File: src/rtl/operand_issue_pkg.sv
// Shared types for the Ranger RV32 core.
// rv32: machine word types; ranger: decode enums and ID/EX bundle.
package rv32;
  typedef logic [31:0]        word;
  typedef logic signed [31:0] signed_word;
endpackage

package ranger;
  localparam int REG_W = 5;
  localparam logic [REG_W-1:0] REG_ZERO = 5'd0;

  typedef enum logic [3:0] {
    ALU_NOP  = 4'd0,
    ALU_ADD  = 4'd1,
    ALU_SUB  = 4'd2,
    ALU_AND  = 4'd3,
    ALU_OR   = 4'd4,
    ALU_XOR  = 4'd5,
    ALU_SLL  = 4'd6,
    ALU_SRL  = 4'd7,
    ALU_SRA  = 4'd8,
    ALU_SLT  = 4'd9,
    ALU_SLTU = 4'd10
  } alu_op_t;

  typedef enum logic [1:0] {
    SRC1_RS1  = 2'd0,
    SRC1_PC   = 2'd1,
    SRC1_ZERO = 2'd2
  } src1_sel_t;

  typedef enum logic [1:0] {
    SRC2_RS2  = 2'd0,
    SRC2_IMM  = 2'd1,
    SRC2_FOUR = 2'd2
  } src2_sel_t;

  typedef struct packed {
    logic             valid;
    alu_op_t          alu_op;
    rv32::signed_word src1;
    rv32::signed_word src2;
    logic [REG_W-1:0] rd;
    logic             rd_we;
    logic             is_load;
    rv32::word        pc;
    rv32::word        store_data;
  } id_ex_t;
endpackage

File: src/rtl/operand_issue_fwd_mux.sv
// Per-operand resolver: picks EX/MEM/WB/RF value and flags stalls.
// Without RANGER_OPERAND_FORWARD_EN any in-flight writer stalls.
module fwd_mux
  import ranger::*;
#(
  parameter int XLEN       = 32,
  parameter int REG_ADDR_W = 5
) (
  input  logic [REG_ADDR_W-1:0] rs,
  input  logic [XLEN-1:0]       rf_data,
  input  logic                  ex_valid,
  input  logic                  ex_rd_we,
  input  logic                  ex_is_load,
  input  logic [REG_ADDR_W-1:0] ex_rd,
  input  logic [XLEN-1:0]       ex_data,
  input  logic                  mem_rd_we,
  input  logic [REG_ADDR_W-1:0] mem_rd,
  input  logic [XLEN-1:0]       mem_data,
  input  logic                  mem_data_valid,
  input  logic                  wb_rd_we,
  input  logic [REG_ADDR_W-1:0] wb_rd,
  input  logic [XLEN-1:0]       wb_data,
  output logic [XLEN-1:0]       value,
  output logic                  mem_pending,
  output logic                  ex_load_hit
);

  logic nz;
  logic ex_hit;
  logic mem_hit;
  logic wb_hit;

  // Match the source register against each in-flight writer.
  always_comb begin
    nz      = (rs != REG_ADDR_W'(REG_ZERO));
    ex_hit  = nz & ex_valid & ex_rd_we & (ex_rd == rs);
    mem_hit = nz & mem_rd_we & (mem_rd == rs);
    wb_hit  = nz & wb_rd_we & (wb_rd == rs);
  end

`ifdef RANGER_OPERAND_FORWARD_EN
  logic ex_fwd;

  // Youngest producer wins; a load in EX has no value yet.
  always_comb begin
    ex_fwd      = ex_hit & !ex_is_load;
    ex_load_hit = ex_hit & ex_is_load;
    mem_pending = !ex_fwd & mem_hit & !mem_data_valid;
    value       = '0;
    if (ex_fwd)       value = ex_data;
    else if (mem_hit) value = mem_data;
    else if (wb_hit)  value = wb_data;
    else if (nz)      value = rf_data;
  end
`else
  logic unused_fwd;
  assign unused_fwd = ^{ex_data, mem_data, wb_data,
                        mem_data_valid, ex_is_load};

  // No bypass: any pending writer of rs stalls until retired.
  always_comb begin
    ex_load_hit = ex_hit;
    mem_pending = mem_hit | wb_hit;
    value       = nz ? rf_data : '0;
  end
`endif

endmodule

File: src/rtl/operand_issue.sv
// ID/EX operand issue stage of the Ranger RV32 core.
// Macro RANGER_OPERAND_FORWARD_EN enables EX/MEM/WB bypassing.
module operand_issue
  import ranger::*;
#(
  parameter int XLEN       = 32,
  parameter int REG_ADDR_W = 5
) (
  input  logic                  clk,
  input  logic                  rst,
  input  logic                  flush,
  input  logic                  dec_valid,
  output logic                  dec_ready,
  input  alu_op_t               dec_alu_op,
  input  src1_sel_t             dec_src1_sel,
  input  src2_sel_t             dec_src2_sel,
  input  logic [REG_ADDR_W-1:0] dec_rs1,
  input  logic [REG_ADDR_W-1:0] dec_rs2,
  input  logic [REG_ADDR_W-1:0] dec_rd,
  input  logic                  dec_rd_we,
  input  logic                  dec_is_load,
  input  logic [XLEN-1:0]       dec_pc,
  input  logic [XLEN-1:0]       dec_imm,
  input  logic [XLEN-1:0]       rf_rs1_data,
  input  logic [XLEN-1:0]       rf_rs2_data,
  input  logic [XLEN-1:0]       alu_result,
  input  logic [REG_ADDR_W-1:0] mem_rd,
  input  logic [REG_ADDR_W-1:0] wb_rd,
  input  logic                  mem_rd_we,
  input  logic                  wb_rd_we,
  input  logic [XLEN-1:0]       mem_data,
  input  logic [XLEN-1:0]       wb_data,
  input  logic                  mem_data_valid,
  input  logic                  ex_ready,
  output logic                  ex_valid,
  output rv32::signed_word      src1,
  output rv32::signed_word      src2,
  output alu_op_t               alu_op,
  output logic [REG_ADDR_W-1:0] ex_rd,
  output logic                  ex_rd_we,
  output logic                  ex_is_load,
  output logic [XLEN-1:0]       ex_pc,
  output logic [XLEN-1:0]       ex_store_data
);

  id_ex_t ex_q;
  id_ex_t ex_d;

  logic [XLEN-1:0] rs1_val;
  logic [XLEN-1:0] rs2_val;
  logic [XLEN-1:0] op1;
  logic [XLEN-1:0] op2;
  logic pend1;
  logic pend2;
  logic ld1;
  logic ld2;
  logic use1;
  logic use2;
  logic hazard;
  logic xfer;

  fwd_mux #(
    .XLEN       (XLEN),
    .REG_ADDR_W (REG_ADDR_W)
  ) u_fwd_rs1 (
    .rs             (dec_rs1),
    .rf_data        (rf_rs1_data),
    .ex_valid       (ex_q.valid),
    .ex_rd_we       (ex_q.rd_we),
    .ex_is_load     (ex_q.is_load),
    .ex_rd          (ex_q.rd),
    .ex_data        (alu_result),
    .mem_rd_we      (mem_rd_we),
    .mem_rd         (mem_rd),
    .mem_data       (mem_data),
    .mem_data_valid (mem_data_valid),
    .wb_rd_we       (wb_rd_we),
    .wb_rd          (wb_rd),
    .wb_data        (wb_data),
    .value          (rs1_val),
    .mem_pending    (pend1),
    .ex_load_hit    (ld1)
  );

  fwd_mux #(
    .XLEN       (XLEN),
    .REG_ADDR_W (REG_ADDR_W)
  ) u_fwd_rs2 (
    .rs             (dec_rs2),
    .rf_data        (rf_rs2_data),
    .ex_valid       (ex_q.valid),
    .ex_rd_we       (ex_q.rd_we),
    .ex_is_load     (ex_q.is_load),
    .ex_rd          (ex_q.rd),
    .ex_data        (alu_result),
    .mem_rd_we      (mem_rd_we),
    .mem_rd         (mem_rd),
    .mem_data       (mem_data),
    .mem_data_valid (mem_data_valid),
    .wb_rd_we       (wb_rd_we),
    .wb_rd          (wb_rd),
    .wb_data        (wb_data),
    .value          (rs2_val),
    .mem_pending    (pend2),
    .ex_load_hit    (ld2)
  );

  // Stall on used operands only; rs2 under IMM carries store data.
  always_comb begin
    use1      = (dec_src1_sel == SRC1_RS1);
    use2      = (dec_src2_sel == SRC2_RS2) |
                (dec_src2_sel == SRC2_IMM);
    hazard    = (use1 & (ld1 | pend1)) |
                (use2 & (ld2 | pend2));
    dec_ready = (!ex_q.valid | ex_ready) &
                !hazard & !flush & !rst;
    xfer      = dec_valid & dec_ready;
  end

  // Operand source selection for the ALU inputs.
  always_comb begin
    unique case (1'b1)
      dec_src1_sel == SRC1_PC:   op1 = dec_pc;
      dec_src1_sel == SRC1_ZERO: op1 = '0;
      default:                   op1 = rs1_val;
    endcase
    unique case (1'b1)
      dec_src2_sel == SRC2_IMM:  op2 = dec_imm;
      dec_src2_sel == SRC2_FOUR: op2 = XLEN'(4);
      default:                   op2 = rs2_val;
    endcase
  end

  // Next ID/EX contents: flush, load, bubble or hold.
  always_comb begin
    ex_d = ex_q;
    if (flush) begin
      ex_d.valid  = 1'b0;
      ex_d.alu_op = ALU_NOP;
      ex_d.rd_we  = 1'b0;
    end else if (xfer) begin
      ex_d.valid      = 1'b1;
      ex_d.alu_op     = dec_alu_op;
      ex_d.src1       = op1;
      ex_d.src2       = op2;
      ex_d.rd         = dec_rd;
      ex_d.rd_we      = dec_rd_we;
      ex_d.is_load    = dec_is_load;
      ex_d.pc         = dec_pc;
      ex_d.store_data = rs2_val;
    end else if (ex_ready || !ex_q.valid) begin
      ex_d.valid  = 1'b0;
      ex_d.alu_op = ALU_NOP;
      ex_d.rd_we  = 1'b0;
    end
  end

  // ID/EX pipeline register.
  always_ff @(posedge clk) begin
    if (rst) ex_q <= '0;
    else     ex_q <= ex_d;
  end

  assign ex_valid      = ex_q.valid;
  assign src1          = ex_q.src1;
  assign src2          = ex_q.src2;
  assign alu_op        = ex_q.alu_op;
  assign ex_rd         = ex_q.rd;
  assign ex_rd_we      = ex_q.rd_we;
  assign ex_is_load    = ex_q.is_load;
  assign ex_pc         = ex_q.pc;
  assign ex_store_data = ex_q.store_data;

endmodule

File: config.mk
export PLATFORM = sky130hd
export DESIGN_NAME = operand_issue
export DESIGN_NICKNAME = d
export VERILOG_FILES = /design/src/rtl/operand_issue_pkg.sv /design/src/rtl/operand_issue_fwd_mux.sv /design/src/rtl/operand_issue.sv
export SDC_FILE = /design/constraint.sdc
export NUM_CORES = 1
export LEC_CHECK = 0
export CAP_MARGIN = 15
export CORE_AREA = 2 2 161 163
export CTS_CLUSTER_SIZE = 24
export DETAILED_ROUTE_END_ITERATION = 7
export DIE_AREA = 0 0 163 165
export PLACE_DENSITY_LB_ADDON = 0.1
export SETUP_SLACK_MARGIN = 0.02
export SYNTH_ARGS = -nofsm -noshare
export SYNTH_HDL_FRONTEND = slang
export SYNTH_SLANG_ARGS = --single-unit
File: constraint.sdc
create_clock -name clk -period 2.4 [get_ports clk]
set_input_delay 0.36 -clock clk [delete_from_list [all_inputs] [get_ports clk]]
set_output_delay 0.36 -clock clk [all_outputs]
set_load 0.02 [all_outputs]
==> results of run 1 <==
[layout by cell type (no fill, tap or decap), types with 6 or more instances in the layout]
| cell | count |
|---|---|
| a21oi_2 | 7 |
| nand3_1 | 71 |
| xor2_1 | 12 |
| clkdlybuf4s50_1 | 297 |
| clkbuf_16 | 21 |
| a22oi_1 | 32 |
| a211oi_1 | 32 |
| dfxtp_1 | 138 |
| o21ai_1 | 10 |
| a21oi_1 | 130 |
| o21ai_0 | 124 |
| buf_4 | 53 |
| nand2_1 | 66 |
| xnor2_1 | 17 |
| buf_12 | 13 |
| or3_1 | 31 |
| inv_6 | 6 |
[routing by layer]
| metal | routed length [um] | GRT usage (%) |
|---|---|---|
| met5 | 0 | 0 |
| met2 | 13600 | 32.78 |
| met4 | 342 | 5.229 |
| met3 | 1767 | 5.148 |
| met1 | 12450 | 26.06 |
[logic make-up (layout without fill, tap and decap cells)]
kind of cell               count (synthesis)  after routing  share of synthesized area (%)
AOI/OAI and AO/OA                        348            348                          30.25
buffers and inverters                     92            424                          6.307
muxes                                      1              1                         0.1557
and+or+nand+nor                          192            193                          14.62
adders and majority gates                  5              5                         0.9733
DFF                                      140            140                          43.61
xor gates and xnor gates                  30             30                          4.088
[critical path, cell delays in order]
cell and delay [ns]:
clkdlybuf4s50_1 0.51, buf_4 0.12, xor2_1 0.38, nor3_4 0.07, nor2_1 0.11, nor2_1 0.05, nor2_1 0.14, buf_4 0.17
[path summary, 6_finish.rpt]
| path | from | to | depth (start not counted) |
|---|---|---|---|
| worst min register to register | ex_pc[0] | ex_pc[0] | 2 |
| worst min-delay path | rst | ex_valid | 3 |
| worst max register to register | ex_rd[4] | ex_valid | 9 |
| worst max-delay path | wb_rd[2] | dec_ready | 8 |
[report_power, final]
group	total, W	leakage (nW)	internal [W]	switching [W]
combinational	0.00164	2.57	0.000816	0.000828
clock	0.00275	0.280	0.00159	0.00117
sequential	0.00251	1.14	0.00245	0.0000647
[cell type report]
cell class	count	area [um2]
Fill cell	2585	13800
Timing Repair Buffer	387	4016
Multi-Input combinational cell	577	3386
Sequential cell	140	2808
Clock buffer	19	442.9
Tap cell	330	412.9
Clock inverter	13	153.9
Inverter	5	18.77
[sequential cells by signal, indices dropped and copies added (netlist names)]
signal         flops
alu_op             4
ex_is_load         1
ex_pc             32
ex_rd              5
ex_rd_we           1
ex_store_data     32
ex_valid           1
src1              32
src2              32
[repair_timing]
item                                    in CTS  in global routing
gates resized for setup                     21                 38
cloned                                       3                  4
hold endpoints to repair                     0                  0
endpoints found under the setup margin      62                111
pin swaps                                    5                 11
setup buffers                                1                  3
[per-stage QoR]
step           setup WS, ns  util (%)  total power, W  setup TNS (ns)
3_3_place_gp        -0.5897     41.00        0.004107          -62.83
5_1_grt             0.01795     44.89        0.007224               0
2_1_floorplan       0.05591         -        0.003250               0
6_report             0.1197     44.89        0.006911               0
4_1_cts             0.01539     43.84        0.006941               0
3_5_place_dp        -0.6747     41.00        0.004105          -66.11
==> key figures, run 1 <==
Layout
  • Syn-to-layout area delta: 74.85%
  • Layout cell share with drive strength beyond 1: 12.27%
  • Final std cells w/o fill: 1471
  • Finished Cell Area: 11240 um2
  • Ant. Diodes: 0
  • # nets final: 1400

Clock network
  • CTS tree: yes
  • Worst-Skew Late Latency: 0.42 ns
  • CTS clk-pin slew, worst paths: 0.06 ns
  • Sink Count: 140
  • Root buf cell: clkbuf_16
  • Buffer levels on the longest clock path: 2
  • # H-tree levels: 4
  • Hold Buf Count CTS: 0
  • CTS Buf Count: 17

Drt
  • Post-DRT Antenna Nets: 0
  • Vias: 7293
  • DRC viols: 0
  • Final routed wire length divided by cell count: 19.14 um
  • 1st-iter DRT viols: 463
  • Initial DRT Pass Iterations: 4
  • Via-to-Cell Ratio: 4.958
  • WL final: 28.15 mm

Floorplan
  • Die Y-Extent: 165 um
  • Row cnt: 58
  • CORE AREA: 25040 um2
  • Die area: 26900 um2
  • IO Count: 408
  • Initial Utilization: 25.67%
  • Chip width: 163 um

GRT
  • Gr usage total: 19.96%
  • Vias in the first global route: 7141
  • First-pass GRT wire length: 41.37 mm
  • Total gr overflow: 0
  • Largest net degree at the start of global routing: 84
  • Antenna violations before repair: 0

Synth
  • Most frequent cell after synthesis: dfxtp_1
  • Unique masters post-synth: 35
  • Net Count, Synth: 1080
  • Post-synth top area share: 43.61%
  • Synthesis Warnings: 0
  • Cell Area, Synth: 6427 um2
  • Synth area leaders: dfxtp_1 44%, a21oi_1 11%, o21ai_0 9.7%
  • Cells after Synth: 808
  • Number of enable flip-flop cells after synthesis: 0
  • Yosys reg bits: 140
  • Sequential area share after synthesis: 43.61%
  • Synth cell count leaders: 140 x dfxtp_1, 138 x a21oi_1, 124 x o21ai_0
  • Synthesized area per cell: 7.955 um2
  • Area leader, netlist: dfxtp_1
  • Post-synth ARST share: 0%
  • Most used DFF post-synth: dfxtp_1

Timing
  • Final Hold Viols: 0
  • Clk_skew: 0.01295 ns
  • Fmax achieved: 438.5 MHz
  • Slew @ Worst Pin: 1.023 ns
  • Final setup vio count: 0
  • Final min period: 2.280 ns
  • Fin crit share: 95.01%
  • Max-slew violation count: 0
  • RSZ-0062 raised after global routing: no
  • Final Hold Slack: 0.2473 ns
  • Slew margin rel.: 31.83%

Placement
  • RePlAce Congestion: 0.7769
  • Placed Cells: 1428
  • Placed cell areas: 10270 um2
  • DP HPWL: 17.77 mm
  • Port Buffers: 310

Min path
  • Min-Delay Path Class: in2reg

Pwr
  • Peak supply drop: 0.0003298 V
  • Pwr dens: 614.9 nW/um2
  • Pleak: 3.996 nW

Setup path
  • CP max FO: 2
  • Required @ worst endpoint: 2.04 ns
  • CP Capture Type: output port
  • Setup crit start kind: primary input
  • WP data arrival: 1.92 ns
  • CP Class: in2out
  • Setup slack, reg-to-reg: 0.20 ns

Outcome
  • Status: completed

Run
  • MaxCap Viol Count: 0
(Power assumes the default switching activity.)
==> run 2, diff against run 1 <==
- clock period: 2.4 -> 2.2 ns (I/O delays scaled with it)
==> key figures, run 2 (synthesis gave the netlist of run 1 again) <==
Setup path
  • Crit path from: ex_rd[3] (was wb_rd[2])
  • Reg-to-reg startpoint: ex_rd[1] (was ex_rd[4])
  • R2R depth: 9 (unchanged)
  • WP data arrival: 1.92 ns (about the same)
  • Reg2reg end: alu_op[3] (was ex_valid)
  • Setup slack, reg-to-reg: 0.06 ns (was 0.20 ns)
  • Setup crit start kind: register (was primary input)
  • Required @ worst endpoint: 1.87 ns (was 2.04 ns)
  • CP Class: reg2out (was in2out)
  • CP Capture Type: output port (unchanged)
  • CP max FO: 4 (was 2)

Floorplan
  • Die area: 26900 um2 (unchanged)
  • Chip width: 163 um (unchanged)
  • IO Count: 408 (unchanged)
  • Die Y-Extent: 165 um (unchanged)
  • CORE AREA: 25040 um2 (unchanged)
  • Initial Utilization: 25.67% (unchanged)
  • Row cnt: 58 (unchanged)

Drt
  • Via-to-Cell Ratio: 4.935 (was 4.958)
  • Initial DRT Pass Iterations: 7 (was 4)
  • Vias: 7388 (was 7293)
  • DRC viols: 0 (unchanged)
  • Met3 WL: 1.364 mm (was 1.767 mm)
  • DR WL met2: 13.60 mm (about the same)
  • Final routed wire length divided by cell count: 19.43 um (was 19.14 um)
  • 1st-iter DRT viols: 502 (was 463)
  • Length of routed wiring on met1: 13.69 mm (was 12.45 mm)
  • WL final: 29.08 mm (was 28.15 mm)
  • Post-DRT Antenna Nets: 0 (unchanged)
  • Top routing layer in use: met4 (unchanged)

Timing
  • Max-slew violation count: 0 (unchanged)
  • Clk_skew: 0.008643 ns (was 0.01295 ns)
  • PnR worst setup slack: -0.05114 ns (was 0.1197 ns)
  • Fin crit share: 102.3%
  • Final Hold Slack: 0.2062 ns (was 0.2473 ns)
  • Final min period: 2.251 ns
  • RSZ-0062 raised after global routing: yes (was no)
  • Final setup vio count: 1 (was 0)
  • Slew @ Worst Pin: 1.045 ns (was 1.023 ns)
  • Fin Setup TNS: -0.05114 ns (was 0 ns)
  • Final Hold Viols: 0 (unchanged)
  • Slew margin rel.: 30.32% (was 31.83%)
  • Fmax achieved: 444.2 MHz

Pwr
  • Pwr dens: 649.0 nW/um2 (was 614.9 nW/um2)
  • Internal: 0.005280 W (was 0.004852 W)
  • Logic pwr share: 25.5% (was 23.8%)
  • Sw Pwr: 0.002323 W (was 0.002059 W)
  • Sequential share of power: 36.1% (was 36.4%)
  • Sw Ratio: 30.56% (was 29.79%)
  • Clock network fraction of total power: 38.4% (was 39.8%)
  • Peak supply drop: 0.0003350 V (was 0.0003298 V)
  • Total power: 0.007603 W (was 0.006911 W)
  • Pleak: 4.245 nW (was 3.996 nW)

Layout
  • # fillers: 2479 (was 2585)
  • Most common cell after layout, fill and taps aside: clkdlybuf4s50_1 (unchanged)
  • Register area: 2821 um2 (was 2808 um2)
  • Commonest cells after routing, fill and taps aside: 286 x clkdlybuf4s50_1, 135 x dfxtp_1, 125 x a21oi_1 (was 297 x clkdlybuf4s50_1, 138 x dfxtp_1, 130 x a21oi_1)
  • Multi-input gate area: 3577 um2 (was 3386 um2)
  • Finished Cell Area: 11720 um2 (was 11240 um2)
  • Syn-to-layout area delta: 82.27% (was 74.85%)
  • # nets final: 1425 (was 1400)
  • Layout cell share with drive strength beyond 1: 17.24% (was 12.27%)

Clock network
  • CTS Buf Count: 17 (unchanged)
  • # H-tree levels: 4 (unchanged)
  • CTS tree: yes (unchanged)
  • Sink Count: 140 (unchanged)
  • Buffer levels on the longest clock path: 2 (unchanged)
  • CTS clk-pin slew, worst paths: 0.06 ns (about the same)
  • Worst-Skew Late Latency: 0.43 ns (was 0.42 ns)
  • Root buf cell: clkbuf_16 (unchanged)

Outcome
  • Failing checks: negative setup slack
  • Status: finished, violations left (was completed)

Placement
  • DP HPWL: 18.64 mm (was 17.77 mm)
  • Placed cell areas: 10350 um2 (was 10270 um2)
  • Port Buffers: 310 (unchanged)
  • RePlAce Congestion: 0.8021 (was 0.7769)

GRT
  • Largest net degree at the start of global routing: 82 (was 84)
  • Antenna violations before repair: 1 (was 0)
  • First-pass GRT wire length: 41.09 mm (was 41.37 mm)
  • Total gr overflow: 0 (unchanged)
  • Vias in the first global route: 7040 (was 7141)
  • Gr usage total: 19.64% (was 19.96%)

Min path
  • Hold endpoint: ex_valid (unchanged)
  • Min-Delay Path Class: in2reg (unchanged)
  • Hold Crit Start: rst (unchanged)
  • Hold Crit Depth: 3 (unchanged)

Run
  • MaxCap Viol Count: 0 (unchanged)
run 2: worst max-delay path, stage by stage (launching register included):
cell	delay, ns
dfxtp_4	0.36
xnor2_2	0.13
nand4_1	0.15
o32ai_2	0.26
buf_4	0.16
buf_6	0.10
nor2_4	0.03
nor2_2	0.09
nor2_1	0.05
buf_4	0.16
run 2: worst max-delay path by stage:
stage | to | slack, ns | cells past startpoint
after floorplan | dec_ready | 0.08 | 8
after global placement | ex_store_data[1] | -0.60 | 9
after detailed placement | src1[29] | -0.60 | 9
after CTS | dec_ready | -0.06 | 9
after global routing | dec_ready | -0.23 | 9
final | dec_ready | -0.05 | 9
run 2: power groups by stage:
stage	Clock, W	Sequential (W)	Combinational, W
final	0.00292	0.00275	0.00194
after global routing	0.00309	0.00276	0.00207
after CTS	0.00298	0.00275	0.00173
after detailed placement	0	0.00280	0.00171
after global placement	0	0.00280	0.00171
after floorplan	0	0.00296	0.000586
run 2: area by class of cell:
type,count,share of cell area (%)
inverter,5,0.1602
clock buffer,18,3.749
sequential,140,24.08
tap,330,3.525
multi-input combinational,578,30.54
timing repair buffer,411,36.68
antenna,1,0.02136
clock inverter,14,1.250
run 2: what timing repair did:
| item | 4_1_cts | 5_1_grt |
|---|---|---|
| cloned | 0 | 14 |
| endpoints found under the setup margin | 140 | 136 |
| resized for setup | 33 | 76 |
| setup buffers | 6 | 11 |
| pin swaps | 9 | 14 |
| hold buffers | 0 | 0 |
| endpoints found under the hold margin | 0 | 0 |
run 2: metal layers:
metal / vias to the layer above / GRT usage (%)
met4: 0 / 6.074
met2: 219 / 30.64
li1: 3622 / -
met3: 24 / 3.867
met1: 3523 / 27.30
met5: - / 0
run 2: through the flow:
stage	setup WS, ns	utilization (%)	instances
2_1_floorplan	0.07765	-	808
5_1_grt	-0.2280	46.79	1497
3_3_place_gp	-0.6050	41.34	1434
3_5_place_dp	-0.5969	41.34	1434
4_1_cts	-0.06222	44.15	1471
6_report	-0.05114	46.79	1497
